===== src/rtl/apb_pkg.sv =====
// Shared APB types and constants for the register-file completer and its scoreboard.
package apb_pkg;

  localparam int unsigned APB_ADDR_W = 8;
  localparam int unsigned APB_DATA_W = 32;
  localparam int unsigned IDX_W      = APB_ADDR_W - 2;
  localparam int unsigned CNT_W      = 3;

  localparam logic [APB_DATA_W-1:0] APB_ID_DEFAULT = 32'hABC0_0100;

  typedef enum logic [1:0] {
    ST_IDLE,
    ST_WAIT,
    ST_DONE
  } apb_state_e;

  typedef enum logic {
    RESP_OKAY   = 1'b0,
    RESP_SLVERR = 1'b1
  } apb_resp_e;

  // Out-of-range words and writes to the read-only ID word both error.
  function automatic apb_resp_e decode_resp(input logic is_write,
                                            input logic is_id_word,
                                            input logic in_range);
    if (!in_range || (is_write && is_id_word)) return RESP_SLVERR;
    return RESP_OKAY;
  endfunction

endpackage


===== src/rtl/apb_slave_regfile_if.sv =====
// APB bus bundle between a requester (master) and the register-file completer (slave).
interface apb_slave_regfile_if;
  import apb_pkg::*;

  logic                  psel;
  logic                  penable;
  logic [APB_ADDR_W-1:0] paddr;
  logic                  pwrite;
  logic [APB_DATA_W-1:0] pwdata;
  logic                  pready;
  logic [APB_DATA_W-1:0] prdata;
  logic                  pslverr;

  modport master (
    output psel, penable, paddr, pwrite, pwdata,
    input  pready, prdata, pslverr
  );

  modport slave (
    input  psel, penable, paddr, pwrite, pwdata,
    output pready, prdata, pslverr
  );

endinterface


===== src/rtl/apb_regfile_mem.sv =====
// DEPTH x 32 word store: synchronous write, combinational read, word 0 fixed to the ID value.
module apb_regfile_mem
  import apb_pkg::*;
#(
  parameter int unsigned           DEPTH    = 48,
  parameter logic [APB_DATA_W-1:0] ID_VALUE = APB_ID_DEFAULT
) (
  input  logic                  clk,
  input  logic                  rst_n,
  input  logic                  we,
  input  logic [IDX_W-1:0]      waddr,
  input  logic [APB_DATA_W-1:0] wdata,
  input  logic [IDX_W-1:0]      raddr,
  output logic [APB_DATA_W-1:0] rdata
);

  localparam logic [IDX_W:0] DEPTH_LIM = (IDX_W + 1)'(DEPTH);

  logic [APB_DATA_W-1:0] mem_q [DEPTH];
  logic [APB_DATA_W-1:0] mem_d [DEPTH];

  always_comb begin
    mem_d = mem_q;
    if (we && (waddr != '0) && ({1'b0, waddr} < DEPTH_LIM)) mem_d[waddr] = wdata;
  end

  // NOTE: this array must come up cleared, so it is reset like any other flop;
  // that keeps it in registers rather than a RAM macro, which is fine at this size.
  always_ff @(posedge clk) begin
    if (!rst_n) begin
      for (int i = 0; i < int'(DEPTH); i++) mem_q[i] <= '0;
    end else begin
      mem_q <= mem_d;
    end
  end

  always_comb begin
    rdata = '0;
    if (raddr == '0)                    rdata = ID_VALUE;
    else if ({1'b0, raddr} < DEPTH_LIM) rdata = mem_q[raddr];
  end

endmodule


===== src/rtl/apb_slave_regfile.sv =====
// APB completer: setup/wait/done FSM with programmable wait states, serving a 32-bit register file.
module apb_slave_regfile
  import apb_pkg::*;
#(
  parameter int unsigned           WAIT_STATES = 1,
  parameter int unsigned           DEPTH       = 48,
  parameter logic [APB_DATA_W-1:0] ID_VALUE    = APB_ID_DEFAULT
) (
  input logic                clk,
  input logic                reset,
  apb_slave_regfile_if.slave bus
);

  localparam logic [IDX_W:0]     DEPTH_LIM = (IDX_W + 1)'(DEPTH);
  localparam logic [CNT_W-1:0]   WS_LOAD   = CNT_W'(WAIT_STATES);

  apb_state_e            state_q, state_d;
  logic [CNT_W-1:0]      cnt_q, cnt_d;
  logic [IDX_W-1:0]      idx_q, idx_d;
  logic                  wr_q, wr_d;
  logic [APB_DATA_W-1:0] wdata_q, wdata_d;
  logic                  pready_q, pready_d;
  logic                  pslverr_q, pslverr_d;
  logic [APB_DATA_W-1:0] prdata_q, prdata_d;

  logic                  setup, access, enter_done;
  logic [IDX_W-1:0]      tgt_idx;
  logic                  tgt_wr, tgt_in_range, cur_in_range;
  logic                  mem_we;
  logic [APB_DATA_W-1:0] mem_rdata;
  apb_resp_e             resp;
  logic                  unused_addr_lsbs;

  assign setup            = bus.psel && !bus.penable;
  assign access           = bus.psel && bus.penable;
  assign unused_addr_lsbs = ^bus.paddr[1:0];
  assign cur_in_range     = {1'b0, idx_q} < DEPTH_LIM;

  // NOTE: every variable gets a default at the top of the block so no path
  // leaves one unassigned, which would otherwise infer a latch.
  always_comb begin
    state_d    = state_q;
    cnt_d      = cnt_q;
    idx_d      = idx_q;
    wr_d       = wr_q;
    wdata_d    = wdata_q;
    enter_done = 1'b0;
    tgt_idx    = idx_q;
    tgt_wr     = wr_q;

    // A setup phase restarts the transfer from any state, including mid-transfer.
    if (setup) begin
      tgt_idx = bus.paddr[APB_ADDR_W-1:2];
      tgt_wr  = bus.pwrite;
      idx_d   = tgt_idx;
      wr_d    = tgt_wr;
      wdata_d = bus.pwdata;
      if (WAIT_STATES == 0) begin
        cnt_d      = '0;
        state_d    = ST_DONE;
        enter_done = 1'b1;
      end else begin
        cnt_d   = WS_LOAD;
        state_d = ST_WAIT;
      end
    end else begin
      unique case (state_q)
        ST_IDLE: ;
        ST_WAIT: begin
          if (!bus.psel) begin
            state_d = ST_IDLE;
          end else if (cnt_q == CNT_W'(1)) begin
            cnt_d      = '0;
            state_d    = ST_DONE;
            enter_done = 1'b1;
          end else begin
            cnt_d = cnt_q - CNT_W'(1);
          end
        end
        ST_DONE: state_d = ST_IDLE;
        default: state_d = ST_IDLE;
      endcase
    end
  end

  assign tgt_in_range = {1'b0, tgt_idx} < DEPTH_LIM;
  assign resp         = decode_resp(tgt_wr, tgt_idx == '0, tgt_in_range);

  always_comb begin
    pready_d  = enter_done;
    pslverr_d = 1'b0;
    prdata_d  = '0;
    if (enter_done) begin
      pslverr_d = (resp == RESP_SLVERR);
      if (!tgt_wr && tgt_in_range) prdata_d = mem_rdata;
    end
  end

  // The write lands only when the completing access cycle is actually seen.
  assign mem_we = (state_q == ST_DONE) && access && wr_q && cur_in_range && (idx_q != '0);

  apb_regfile_mem #(
    .DEPTH    (DEPTH),
    .ID_VALUE (ID_VALUE)
  ) u_mem (
    .clk   (clk),
    .rst_n (reset),
    .we    (mem_we),
    .waddr (idx_q),
    .wdata (wdata_q),
    .raddr (tgt_idx),
    .rdata (mem_rdata)
  );

  // NOTE: state uses non-blocking assignments so every flop samples the
  // pre-edge values, independent of statement order.
  always_ff @(posedge clk) begin
    if (!reset) begin
      state_q   <= ST_IDLE;
      cnt_q     <= '0;
      idx_q     <= '0;
      wr_q      <= 1'b0;
      wdata_q   <= '0;
      pready_q  <= 1'b0;
      pslverr_q <= 1'b0;
      prdata_q  <= '0;
    end else begin
      state_q   <= state_d;
      cnt_q     <= cnt_d;
      idx_q     <= idx_d;
      wr_q      <= wr_d;
      wdata_q   <= wdata_d;
      pready_q  <= pready_d;
      pslverr_q <= pslverr_d;
      prdata_q  <= prdata_d;
    end
  end

  assign bus.pready  = pready_q;
  assign bus.pslverr = pslverr_q;
  assign bus.prdata  = prdata_q;

endmodule


===== src/flat_wrapper.sv =====
// flat-port wrapper written by rule: the top's interface ports become plain ports
module apb_slave_regfile_flat import apb_pkg::*;
#(
  parameter int unsigned           WAIT_STATES = 1,
  parameter int unsigned           DEPTH       = 48,
  parameter logic [APB_DATA_W-1:0] ID_VALUE    = APB_ID_DEFAULT
)
  (clk, reset, bus_psel, bus_penable, bus_paddr, bus_pwrite, bus_pwdata, bus_pready, bus_prdata, bus_pslverr);
  apb_slave_regfile_if bus_i ();
  input logic clk;
  input logic reset;
  input wire logic [$bits(bus_i.psel)-1:0] bus_psel;
  input wire logic [$bits(bus_i.penable)-1:0] bus_penable;
  input wire logic [$bits(bus_i.paddr)-1:0] bus_paddr;
  input wire logic [$bits(bus_i.pwrite)-1:0] bus_pwrite;
  input wire logic [$bits(bus_i.pwdata)-1:0] bus_pwdata;
  output wire logic [$bits(bus_i.pready)-1:0] bus_pready;
  output wire logic [$bits(bus_i.prdata)-1:0] bus_prdata;
  output wire logic [$bits(bus_i.pslverr)-1:0] bus_pslverr;
  assign bus_i.psel = bus_psel;
  assign bus_i.penable = bus_penable;
  assign bus_i.paddr = bus_paddr;
  assign bus_i.pwrite = bus_pwrite;
  assign bus_i.pwdata = bus_pwdata;
  assign bus_pready = bus_i.pready;
  assign bus_prdata = bus_i.prdata;
  assign bus_pslverr = bus_i.pslverr;
  apb_slave_regfile #(.WAIT_STATES(WAIT_STATES), .DEPTH(DEPTH), .ID_VALUE(ID_VALUE)) u_core (.clk(clk), .reset(reset), .bus(bus_i));
endmodule

===== config.mk =====
export PLATFORM = sky130hd
export DESIGN_NAME = apb_slave_regfile_flat
export DESIGN_NICKNAME = d
export VERILOG_FILES = /design/src/rtl/apb_pkg.sv /design/src/rtl/apb_slave_regfile_if.sv /design/src/rtl/apb_regfile_mem.sv /design/src/rtl/apb_slave_regfile.sv /design/src/flat_wrapper.sv
export SDC_FILE = /design/constraint.sdc
export NUM_CORES = 2
export LEC_CHECK = 0
export CAP_MARGIN = 10
export CORE_ASPECT_RATIO = 1.25
export CORE_MARGIN = 5
export CORE_UTILIZATION = 40
export CTS_BUF_LIST = sky130_fd_sc_hd__clkbuf_2
export CTS_CLUSTER_DIAMETER = 200
export DETAILED_ROUTE_END_ITERATION = 8
export GPL_ROUTABILITY_DRIVEN = 1
export HOLD_SLACK_MARGIN = 0.06
export PLACE_DENSITY = 0.59
export REMOVE_ABC_BUFFERS = 1
export SLEW_MARGIN = 15
export SYNTH_ARGS = -nofsm -noshare
export SYNTH_HDL_FRONTEND = slang
export SYNTH_HIERARCHICAL = 1
export SYNTH_SLANG_ARGS = --single-unit

===== constraint.sdc =====
create_clock -name clk -period 7.75 [get_ports clk]
set_clock_uncertainty 0.05 [all_clocks]
set_input_delay 1.1625 -clock clk [delete_from_list [all_inputs] [get_ports clk]]
set_output_delay 1.1625 -clock clk [all_outputs]
set_load 0.05 [all_outputs]

==> impl_metrics.csv <==
group,metric,value,unit
yosys,synth-seq-cells,1614,
clocking,cts_setup_buffers,0,
timing,max_clock_freq,195,MHz
placed_design,io_buffers,76,
yosys,synth_edf_count,0,
timing,timing.final.hold_violations,0,
pwr,powerDensity,191,nW/um^2
pwr,power,14900,uW
pwr,switching_share,28.1,%
setup_path,crit_chain,"dlygate4sd3_1, clkdlybuf4s50_1, nand2b_2, buf_4, nand2_1, nand2_4, buf_12, mux4_2, a22oi_1, nand3_1, o21ai_0, nor2_1, and2_1",
pwr,netSwitchingPower,4170,uW
timing,setup_slack,2.63,ns
clocking,h-tree-depth,5,
pwr,ir_drop,0.000152,V
setup_path,end_kind,"flip-flop",
routing,wl_per_cell,23.8,um
clocking,cts_buffers,408,
timing,setup_viol,0,
routing,drc_errors,0,
setup_path,start_kind,"input pin",
timing,hold_slack,0.402,ns
routing,drtPass1Iterations,6,
pwr,combPwrFrac,7.1,%
setup_path,worstPathArrival,6.75,ns
finish,fillers,17700,
outcome,status,"finished, final reports clean",
setup_path,required,9.38,ns
clocking,clkTransAtPathRegs,0.09,ns
setup_path,critical_path.max_fanout,40,
finish,nets,8044,
run,maxCapViolCount,0,
routing,vias,59200,
yosys,synthFlopType,"dfxtp_1",
finish,drive_gt1_share,15.7,%
yosys,syn_inst,8074,
timing,final_min_period_over_clock_period,66.1,%
timing,setup-tns-final,0,ns
routing,finalWirelength,253,mm
grt,antenna_found_initial,4,
die,start_util,40.1,%
placed_design,gp_congestion,0.935,
timing,finalCriticalPeriod,5.12,ns
clocking,clk_latency,1.81,ns
timing,max_slew_margin,4.11,%
placed_design,post-dp-hpwl,141,mm
yosys,syn_avg_cell_area,8.92,sq um
grt,grtUsageTotal,25.9,%
yosys,async_flop_share,0,%
grt,first_global_vias,58600,
setup_path,crit_type,"in2reg",
pwr,p_clk_share,36.9,%
pwr,seq_power_share,56.0,%
pwr,p_leak,0.0249,uW
grt,grt_pass1_wl,371,mm
timing,rsz0062_at_grt,"false",
yosys,yosys_warnings,6,
routing,drt-vias-per-instance,5.56,
die,fp.dieH,484,um
grt,grt_max_degree,220,
timing,final_max_slew_viol_count,0,
yosys,ys_seq_area_share,44.9,%
die,die_area,189000,sq um
die,placementRows,174,
placed_design,place_ws,1.37,ns
setup_path,reg2reg_slack,3.23,ns
die,die_w,390,um
min_path,hold_class,"reg2reg",
clocking,cts_tree,"built",
die,core_region_area,179000,sq um
pwr,intPower,10700,uW
routing,drt.antenna.violating_nets,0,
yosys,synth.distinct_cells,57,
timing,tightest_slew,1.44,ns
clocking,clk_path_buf_depth,4,
clocking,numClockSinks,1614,
die,ios,79,
setup_path,slowest_stage,"o21ai_0",
clocking,root_buffer,"clkbuf_2",
routing,drt-initial-drc-count,5333,
yosys,syn_area,72000,sq um
setup_path,critPathMaxStageDelay,0.98,ns
finish,area_delta_synth_final,8.17,%
grt,grt-ovfl-total,0,
metrics by stage:
stage | cell area (sq um) | util [%] | std cells
global route | 77900 | 43.4 | 10600
finish | 77900 | 43.4 | 10600
detailed placement | 74000 | 41.3 | 9911
floorplan | 68500 | - | 7290
CTS | 77800 | 43.4 | 10600
global placement | 74000 | 41.3 | 9911
placed cells by master, fill, tap and decap left out, drive strengths merged, types with 3 or more instances in the layout:
cell           synthesis  layout
nand2               3190    3190
dfxtp               1614    1614
a21boi              1538    1538
clkbuf               534     571
mux4                 386     386
buf                  250     174
clkinv                 0      83
nor2                  81      81
clkdlybuf4s50          0      75
and2                  74      74
mux2i                 60      60
a22oi                 54      54
dlygate4sd3            0      48
a21oi                 47      47
mux2                  43      43
nand3                 25      25
o21ai                 21      21
and3                  17      17
nor3                  16      16
o311ai                13      13
nor2b                 13      13
inv                    7      13
a31oi                 12      12
o211ai                10      10
diode                  0       9
a211oi                 8       8
a311oi                 7       7
or2                    7       7
nor3b                  6       6
or3                    5       5
a2bb2oi                5       5
nand2b                 5       5
bufinv                 0       3
or4                    3       3
and3b                  3       3
final cells by class:
class                           count  area (sq um)  share of cell area, %
Multi-Input combinational cell   5669         36400                   46.8
Clock inverter                     93           440                  0.565
Tap cell                         2376          2970                   3.82
Clock buffer                      571          2860                   3.67
Inverter                            7          33.8                 0.0434
Sequential cell                  1614         32400                   41.5
Antenna cell                        9          22.5                 0.0289
Timing Repair Buffer              297          2800                   3.59
critical path, delay by kind of cell:
family | cells | cell delay, ns
compound gates | 2 | 1.23
buf+inv | 4 | 1.89
mux | 1 | 0.56
simple gates | 6 | 1.82
synth_stat cells, types with 47 or more instances:
master,count,area share (%)
mux2i_1,60,0.83
a21oi_1,47,0.33
buf_2,166,1.2
a21boi_1,443,4.6
dfxtp_1,1614,45
nand2_1,3190,17
and2_1,74,0.64
mux4_2,386,12
nor2_1,58,0.30
a22oi_1,54,0.56
buf_4,57,0.59
a21boi_0,1095,11
clkbuf_1,534,2.8
state kept, by name, summed over array words and instances, names as in the netlist:
signal and count:
u_core/u_mem/mem_q 1536, u_core/bus.prdata 32, u_core/wdata_q 32, u_core/idx_q 6, u_core/cnt_q 3, u_core/state_q 2, u_core/bus.pready 1, u_core/bus.pslverr 1
u_core/wr_q 1
cell families (layout without fill, tap and decap cells):
family                     Yosys count  count (layout)  share of synthesized area (%)
and+or+nand+nor                   3451            3451                           18.8
AOI/OAI and AO/OA                 1727            1727                           17.8
DFF                               1614            1614                           44.9
buffers and inverters              791             968                           4.93
muxes                              489             489                           13.6
adders and majority gates            2               2                         0.0347
other                                0               9                              0
per-layer routing:
layer / track usage [%] / wire (um) / vias to the layer above
met5: 0 / 0 / -
met4: 14.6 / 14500 / 0
met3: 5.41 / 19400 / 572
met2: 42.7 / 119000 / 2362
met1: 31.6 / 100000 / 29200
li1: - / - / 27000
power by group through the flow:
stage / Clock, uW / Combinational [uW] / Sequential [uW]
after CTS: 5650 / 1030 / 8330
final: 5500 / 1050 / 8330
after detailed placement: 0 / 1010 / 8520
after floorplan: 0 / 573 / 8560
after global routing: 6080 / 1080 / 8330
after global placement: 0 / 1010 / 8520
timing repair:
| item | CTS | global route |
|---|---|---|
| hold endpoints to repair | 236 | 0 |
| hold buffers | 48 | 0 |
| gates resized for setup | 0 | 0 |
final timing paths:
path,endpoint,cells after the start,from
setup / recovery,u_core/bus.prdata[6]$_SDFF_PN0_,13,bus_penable
hold / removal,u_core/u_mem/mem_q[1330]$_SDFFE_PN0P_,2,u_core/u_mem/mem_q[1330]$_SDFFE_PN0P_
hold reg to reg,u_core/u_mem/mem_q[1330]$_SDFFE_PN0P_,2,u_core/u_mem/mem_q[1330]$_SDFFE_PN0P_
setup reg to reg,u_core/u_mem/mem_q[1484]$_SDFFE_PN0P_,10,u_core/idx_q[3]$_SDFF_PN0_
No activity file was read; power rests on OpenSTA's default activity.
